[src/rtl/bcd_pkg.sv]
// rtl/bcd_pkg.sv - BCD digit types, FSM states and helpers
//
// Purpose: shared types and helpers for the digit-serial BCD adder/subtractor.
//   bcd_digit_t : one packed BCD digit
//   state_t     : IDLE / RUN / DONE controller states
//   BCD_MAX     : largest legal BCD digit value
//   nines_comp  : nine's complement of a digit (9 - d)
// Ports: none (package).

package bcd_pkg;

  typedef logic [3:0] bcd_digit_t;

  typedef enum logic [1:0] {
    IDLE = 2'd0,
    RUN  = 2'd1,
    DONE = 2'd2
  } state_t;

  localparam bcd_digit_t BCD_MAX = 4'd9;

  // Illegal digits (>9) wrap; the result is meaningless but err flags it.
  function automatic bcd_digit_t nines_comp(input bcd_digit_t d);
    return BCD_MAX - d;
  endfunction

endpackage

[src/rtl/bcd_digit_cell.sv]
// rtl/bcd_digit_cell.sv - combinational single-digit BCD adder with carry
//
// Purpose: adds two BCD digits plus a carry-in and produces the decimal
//   sum digit and carry-out.
// Ports:
//   a  in  4  digit of operand A
//   b  in  4  digit of operand B (already nine's-complemented for subtract)
//   ci in  1  carry-in from the next lower digit
//   s  out 4  BCD sum digit
//   co out 1  decimal carry-out

module bcd_digit_cell
  import bcd_pkg::*;
(
  input  bcd_digit_t a,
  input  bcd_digit_t b,
  input  logic       ci,
  output bcd_digit_t s,
  output logic       co
);

  logic [4:0] t;

  always_comb begin
    t = {1'b0, a} + {1'b0, b} + {4'b0000, ci};
    // Binary sums above 9 are corrected by +6 so the low nibble wraps
    // back into 0..9 and the overflow becomes the decimal carry.
    if (t > 5'd9) begin
      s  = t[3:0] + 4'd6;
      co = 1'b1;
    end else begin
      s  = t[3:0];
      co = 1'b0;
    end
  end

endmodule

[src/rtl/bcd_addsub_seq.sv]
// rtl/bcd_addsub_seq.sv - digit-serial packed-BCD adder/subtractor
//
// Purpose: adds or subtracts two NDIGITS-digit packed-BCD operands, DPC
//   digits per clock, rippling the decimal carry through a register
//   between chunks. One operation in flight; valid/ready on both sides.
// Parameters:
//   NDIGITS  operand length in digits (>=1)
//   DPC      digits per cycle, must divide NDIGITS
// Ports:
//   clk        in   1          rising-edge clock
//   rst        in   1          asynchronous active-high reset
//   in_valid   in   1          operands and mode valid
//   in_ready   out  1          high only in IDLE
//   a          in   4*NDIGITS  operand A, digit 0 in [3:0]
//   b          in   4*NDIGITS  operand B, same packing
//   sub        in   1          0: A+B+cin, 1: A-B (ten's complement)
//   cin        in   1          carry-in for add
//   out_valid  out  1          result valid, held until out_ready
//   out_ready  in   1          consumer accepts result
//   sum        out  4*NDIGITS  BCD result mod 10^NDIGITS
//   cout       out  1          add: carry-out; sub: 1 = no borrow
//   err        out  1          an operand digit was > 9 at capture

module bcd_addsub_seq
  import bcd_pkg::*;
#(
  parameter int NDIGITS = 100,
  parameter int DPC     = 4
) (
  input  logic                 clk,
  input  logic                 rst,
  input  logic                 in_valid,
  output logic                 in_ready,
  input  logic [4*NDIGITS-1:0] a,
  input  logic [4*NDIGITS-1:0] b,
  input  logic                 sub,
  input  logic                 cin,
  output logic                 out_valid,
  input  logic                 out_ready,
  output logic [4*NDIGITS-1:0] sum,
  output logic                 cout,
  output logic                 err
);

  localparam int NCHUNK = NDIGITS / DPC;
  localparam int W      = 4 * NDIGITS;
  localparam int CW     = 4 * DPC;
  localparam int CNTW   = (NCHUNK > 1) ? $clog2(NCHUNK) : 1;
  localparam logic [CNTW-1:0] LAST = CNTW'(NCHUNK - 1);

  if ((NDIGITS < 1) || (DPC < 1) || ((NDIGITS % DPC) != 0)) begin : g_param_check
    $error("bcd_addsub_seq: NDIGITS must be >= 1 and a multiple of DPC");
  end

  state_t          state;
  logic [CNTW-1:0] cnt;
  logic            carry;
  logic [W-1:0]    a_reg;
  logic [W-1:0]    b_reg;

  logic [W-1:0]    b_capt;
  logic            bad_digit;

  logic [CW-1:0]   a_chunk;
  logic [CW-1:0]   b_chunk;
  logic [CW-1:0]   s_chunk;
  logic [DPC:0]    carry_chain;

  // Operand conditioning at capture: subtraction becomes A + (nines of B) + 1,
  // and any illegal digit in either operand is noted for err.
  always_comb begin
    b_capt    = b;
    bad_digit = 1'b0;
    for (int i = 0; i < NDIGITS; i++) begin
      if (sub) begin
        b_capt[4*i +: 4] = nines_comp(b[4*i +: 4]);
      end
      if ((a[4*i +: 4] > BCD_MAX) || (b[4*i +: 4] > BCD_MAX)) begin
        bad_digit = 1'b1;
      end
    end
  end

  // Chunk mux: select the DPC digits addressed by the chunk counter.
  assign a_chunk = a_reg[int'(cnt)*CW +: CW];
  assign b_chunk = b_reg[int'(cnt)*CW +: CW];

  assign carry_chain[0] = carry;

  for (genvar i = 0; i < DPC; i++) begin : g_cell
    bcd_digit_cell u_cell (
      .a  (a_chunk[4*i +: 4]),
      .b  (b_chunk[4*i +: 4]),
      .ci (carry_chain[i]),
      .s  (s_chunk[4*i +: 4]),
      .co (carry_chain[i+1])
    );
  end

  always_ff @(posedge clk or posedge rst) begin
    if (rst) begin
      state     <= IDLE;
      cnt       <= '0;
      carry     <= 1'b0;
      a_reg     <= '0;
      b_reg     <= '0;
      sum       <= '0;
      cout      <= 1'b0;
      err       <= 1'b0;
      out_valid <= 1'b0;
      in_ready  <= 1'b1;
    end else begin
      case (state)
        IDLE: begin
          if (in_valid && in_ready) begin
            a_reg    <= a;
            b_reg    <= b_capt;
            // The +1 of the ten's complement enters as the initial carry.
            carry    <= sub ? 1'b1 : cin;
            err      <= bad_digit;
            cnt      <= '0;
            in_ready <= 1'b0;
            state    <= RUN;
          end
        end
        RUN: begin
          sum[int'(cnt)*CW +: CW] <= s_chunk;
          carry                   <= carry_chain[DPC];
          if (cnt == LAST) begin
            cout      <= carry_chain[DPC];
            cnt       <= '0;
            out_valid <= 1'b1;
            state     <= DONE;
          end else begin
            cnt <= cnt + 1'b1;
          end
        end
        DONE: begin
          if (out_ready) begin
            out_valid <= 1'b0;
            in_ready  <= 1'b1;
            state     <= IDLE;
          end
        end
        default: begin
          state <= IDLE;
        end
      endcase
    end
  end

endmodule

[config.mk]
export PLATFORM = sky130hd
export DESIGN_NAME = bcd_addsub_seq
export DESIGN_NICKNAME = d
export VERILOG_FILES = /design/src/rtl/bcd_pkg.sv /design/src/rtl/bcd_digit_cell.sv /design/src/rtl/bcd_addsub_seq.sv
export SDC_FILE = /design/constraint.sdc
export NUM_CORES = 2
export LEC_CHECK = 0
export BUFFER_PORTS_ARGS = -buffer_cell sky130_fd_sc_hd__buf_4
export CAP_MARGIN = 20
export CORE_AREA = 3 3 464 466
export DETAILED_ROUTE_END_ITERATION = 12
export DIE_AREA = 0 0 467 469
export GPL_ROUTABILITY_DRIVEN = 0
export PLACE_DENSITY_LB_ADDON = 0.1
export SLEW_MARGIN = 20
export SYNTH_ARGS = -nofsm -noshare
export SYNTH_HDL_FRONTEND = slang
export SYNTH_SLANG_ARGS = --single-unit
[constraint.sdc]
create_clock -name clk -period 57.1 [get_ports clk]
set_input_delay 2.855 -clock clk [delete_from_list [all_inputs] [get_ports clk]]
set_output_delay 2.855 -clock clk [all_outputs]
set_load 0.02 [all_outputs]
; ---- After elaboration in Yosys (flattened, before gate mapping)
; Index checks and enable logic that the tools add are counted.
[op_classes]
n_reduce_logical = 111
n_eq_ne = 6
n_addsub = 114
shift = 4
mux = 225
n_lt_le_gt_ge = 204
[ops]
columns = operator, n
row1 = $gt A4 B4 Y1 const B, 200
row2 = $shiftx A400 B10 Y16, 2
row3 = $mux W4, 104
row4 = $bwmux W400, 1
row5 = $shift A16 B33 Y400 const A, 1
row6 = $shiftx A16 B33 Y400, 1
row7 = $sub A4 B4 Y4 const A, 100
row8 = $mux W1, 110
row9 = $logic_or A1 B1 Y1, 100
row10 = $neg A9 Y33, 1
row11 = $add A4 B4 Y5, 4
row12 = $add A5 B1 Y5, 4
row13 = $gt A5 B4 Y1 const B, 4
row14 = $add A4 B3 Y4 const B, 4
row15 = $mux W5, 2
row16 = $pmux W5 S2, 1
row17 = $reduce_and A3 Y1, 3
row18 = $mux W2, 3
row19 = $ne A2 B2 Y1 const B, 3
row20 = $pmux W1 S2, 3
row21 = $pmux W2 S3, 1
row22 = $reduce_and A2 Y1, 3
row23 = $reduce_bool A2 Y1, 3
row24 = $add A5 B1 Y5 const B, 1
row25 = 5 further kinds, 5
[word_totals]
output_inout_bits = 404
regBits = 1212

; ---- Logic depth before layout (Yosys ltp)
[logic_depth]
depth_word = 102
ltp_mapped = 43
ltp_nobuf = 37

; ---- By module
; From an unflattened synthesis, not the netlist that was laid out.
[unflattened]
cells_unflattened = 6105
area_unflattened_um2 = 58187.1
[modules_own_cells]
columns = mod, n_inst, area_per_inst_um2, cells_each, seq_area_each_um2
row1 = bcd_addsub_seq, 1, 57341.2, 6017, 30330.3
row2 = bcd_digit_cell, 4, 211.5, 22, 0.0

; ---- Least setup slack after synthesis
; OpenSTA, ideal clock, no wires.
[synth_timing]
path_kind = flip-flop to flip-flop
from = register cnt[0]
to = register sum[14]
path_buffers = 4
setup_ns = 0.066
arrival_ns = 9.708
period_less_slack_ns = 9.774
stages_incl_launch_ff = 39
setup_slack_ns = 47.326
cell_sequence = dfrtp_1 > clkbuf_1 > buf_2 > buf_1 > mux4_2 > mux4_2 > mux2_2 > fa_1 > inv_1 > fa_1 > ha_1 > a21boi_0 > o31a_1 > inv_1 > fa_1 > inv_1 > fa_1 > xor2_1 > (+3 left out) > inv_1 > fa_1 > inv_1 > fa_1 > xor2_1 > ha_1 > a21boi_0 > o31a_1 > inv_1 > fa_1 > inv_1 > fa_1 > ha_1 > a21boi_0 > o31a_1 > mux2i_1 > clkbuf_1 > mux2_2
[synth_via]
elab_chain_cells = 16
[synth_lines]
columns = element, line_no
row1 = "start, declared", bcd_addsub_seq.sv:56  ; logic [CNTW-1:0] cnt;
row2 = "start signal, assigned", bcd_addsub_seq.sv:135  ; cnt <= cnt + 1'b1;
row3 = $shiftx A400 B10 Y16 (on tied branches), "bcd_addsub_seq.sv:85, bcd_addsub_seq.sv:86"
row4 = $add A4 B4 Y5, bcd_digit_cell.sv:25  ; t = {1'b0, a} + {1'b0, b} + {4'b0000, ci};
row5 = $add A5 B1 Y5, bcd_digit_cell.sv:25
row6 = $gt A5 B4 Y1, bcd_digit_cell.sv:28  ; if (t > 5'd9) begin
row7 = $mux W1, bcd_digit_cell.sv:28
row8 = $add A5 B1 Y5, bcd_digit_cell.sv:25
row9 = $gt A5 B4 Y1, bcd_digit_cell.sv:28
row10 = $mux W1, bcd_digit_cell.sv:28
row11 = $add A5 B1 Y5, bcd_digit_cell.sv:25
row12 = $gt A5 B4 Y1, bcd_digit_cell.sv:28
row13 = $mux W1, bcd_digit_cell.sv:28
row14 = $add A5 B1 Y5, bcd_digit_cell.sv:25
row15 = $add A4 B3 Y4 / $gt A5 B4 Y1 (equally long branches), "bcd_digit_cell.sv:29, bcd_digit_cell.sv:28"
row16 = $mux W4, bcd_digit_cell.sv:28
row17 = $shiftx A16 B33 Y400, bcd_addsub_seq.sv:127  ; sum[int'(cnt)*CW +: CW] <= s_chunk;
row18 = $bwmux W400 (*), bcd_addsub_seq.sv:127
row19 = "end signal, assigned by index", bcd_addsub_seq.sv:127
row20 = "end, declared", bcd_addsub_seq.sv:40  ; output logic [4*NDIGITS-1:0] sum,
; Every way passes the cells marked *; elsewhere a longest branch is shown, timed or not.
; A chain may end at the register's enable or synchronous reset.

; ---- Worst setup path after layout
[layout_timing]
from = register cnt[0]
to = register sum[13]
; The elaborated chain is that of the path after synthesis.

==> impl_metrics.toml <==
[critical_path]
cp-end-kind = "flop"
cp_slowest_cell = "buf_4"
crit_path_max_incr_delay_ns = 0.75
crit_type = "flop to flop"
setup.worst_path.start_class = "flop"
arrival_ns = 13.78
crit_fanout = 35
cp.required_ns = 57.83

[synthesis]
netlist_top_cells_count = "1,437 x nand2_1, 1,211 x dfrtp_1, 357 x mux2_2"
yosysWarnings = 0
synth_ff_type = "dfrtp_1"
netlist_area_mm2 = 0.05868
synth_edf_count = 0
synthArstFlopShare = 1.000
yosys-top-cells-area = "dfrtp_1 52%, nand2_1 9.2%, mux4_2 8.6%, mux2_2 6.9%, o21ai_0 2.9%"
synth_most_common_cell = "nand2_1"
syn-num-nets = 6461
synth.top_cell.area_share = 0.5164
postSynthAreaPerCell_um2 = 10.62
ys_seq_area_frac = 0.5169
synth_cells = 5524
yosys_register_bits = 1212
ys_types = 44
synth_largest_area_cell = "dfrtp_1"

[power]
cellLeakagePower_nw = 39.18
power_frac_seq = 0.428
p_total_mw = 2.006
p_comb_frac = 0.075
p_int_mw = 1.510
p_sw_frac = 0.2469
ir_worst_vdd_uv = 25.65
clkPwrFrac = 0.496
powerDensity_mw_per_mm2 = 26.29
p_sw_mw = 0.4951

[sta]
clock_skew_ns = 0.03050
fin_crit_ns = 13.05
hold_ws_ns = 0.4677
rsz0062_at_grt = "false"
fin_tns_setup_ns = 0
slew_violations = 0
finalHoldViolCount = 0
worst_pin_slew_ns = 1.222
min_period_over_period = 0.2285
finalSetupViolCount = 0
max_freq_mhz = 76.65
timing.final.ws_setup_ns = 44.05
slew_headroom = 0.1766

[placement]
placed_area_mm2 = 0.07102
post-place-ws_ns = 43.78
portBuffers = 1209
hpwlAfterDp_um = 237600
dp.cells = 9313

[layout]
final.fill_count = 21594
postLayoutCoreUtil = 0.3604
finalInstanceArea_mm2 = 0.07628
layout.cells.non_filler = 9635
area_growth_pct = 30.00
fin_nets = 7583
drive_gt1_frac = 0.3292

[detailed_routing]
via_count = 47229
routed_wl_um = 298100
routedWlPerCell_um = 30.94
ant_nets = 1
vias_per_cell = 4.902
first_pass_iters = 5
drc = 0
drt_iter0_drc = 4023

[cts]
clock_sinks = 1212
clkTransAtPathRegs_ns = 0.06
cts-root-buf = "clkbuf_16"
cts_max_level = 4
clk-insertion-delay-late_ns = 0.81
cts_buffers = 151
cts_resized = 0
postCtsHoldBufs = 0
cts_tree = "built"
clk_path_buf_depth = 3
post_cts_buffers = 0

[global_routing]
grt_antenna_before_repair = 113
grt_use_total = 0.2649
first_global_vias = 46874
grt.overflow.total = 0
grt_pass1_wl_um = 399400
grt_max_degree = 217

[floorplan]
rows = 169
pin_count = 1210
die_w_um = 467
start_util = 0.2772
die_h_um = 469
core_mm2 = 0.2117
die_area_mm2 = 0.2190

[hold_path]
hp-class = "flop to flop"

[run_status]
status = "finished with violations"
violations = "antenna violations"

[job]
max-cap-violations = 0
power groups by stage:
stage          logic [mW]  clock network (mW)  registers (mW)
4_1_cts             0.153                1.02           0.859
2_1_floorplan      0.0460                   0           0.877
3_5_place_dp        0.153                   0           0.875
5_1_grt             0.161                1.06           0.859
3_3_place_gp        0.152                   0           0.875
6_report            0.151               0.995           0.859
layout by cell type (no fill, tap or decap), types with 5 or more instances in the layout:
cell type  instances
mux2_2           357
mux2_4            40
diode_2           53
nand2_1         1437
xnor2_1          102
ha_1             123
clkbuf_1          30
clkinv_2          21
a21oi_1          316
and2_1            12
o21ai_1           11
a21o_1             8
inv_1            222
clkbuf_16        157
mux2i_1          132
mux2_1            27
nand3_1           36
nor2_1           322
xor2_1           111
mux4_2           224
fa_1               8
and3_1             8
buf_4           1308
dfrtp_1         1207
nand2b_1           5
o21ai_0          325
nand4_1           54
nor3_1             6
nor2_4             6
nor2_2            10
buf_12             7
or3_1              6
nor4_1            12
bufinv_16          9
clkbuf_8          39
final timing paths:
kind | startpoint | to | slack [ns] | depth (start not counted)
setup / recovery | cnt[0] | sum[13] | 44.05 | 37
min in group asynchronous | rst | b_reg[8] | 2.20 | 2
hold reg to reg | a_reg[41] | a_reg[41] | 0.47 | 2
hold / removal | a_reg[41] | a_reg[41] | 0.47 | 2
setup reg to reg | cnt[0] | sum[13] | 44.05 | 37
max in group asynchronous | rst | a_reg[120] | 51.63 | 5
cell families (layout without fill, tap and decap cells):
group	after synthesis	count (layout)	synth area share
mux	784	784	0.1931
flops	1212	1212	0.5169
fa+ha+maj	131	131	0.02896
xor+xnor	218	218	0.03254
compound gates	674	674	0.05830
simple gates	1931	1931	0.1312
buf+inv	574	1811	0.03900
other cells	0	53	0
routing by layer:
| layer | up-vias | global-route usage | wire length [um] |
|---|---|---|---|
| met5 | - | 0 | 395 |
| met3 | 407 | 0.06514 | 22730 |
| met4 | 62 | 0.09910 | 11320 |
| li1 | 20906 | - | - |
| met1 | 24054 | 0.3466 | 125100 |
| met2 | 1800 | 0.4238 | 138500 |
critical path, delay by kind of cell, from the launching register on:
kind | cells | cell delay (ns)
buffers and inverters | 9 | 2.63
DFF | 1 | 0.71
adders and majority gates | 11 | 3.42
AOI/OAI and AO/OA | 8 | 2.20
xor gates and xnor gates | 5 | 2.24
muxes | 4 | 1.70
final cells by class:
type	count	area, um2	area share
repair buffers	1319	10040	0.1317
inverters	224	848.3	0.01112
clock inverters	42	519.2	0.006807
multi-input cells	3738	26280	0.3446
clock buffers	226	4578	0.06002
well taps	2821	3530	0.04627
diodes	53	132.6	0.001739
flip-flops and latches	1212	30350	0.3978
Power figures use the tool's default switching activity.
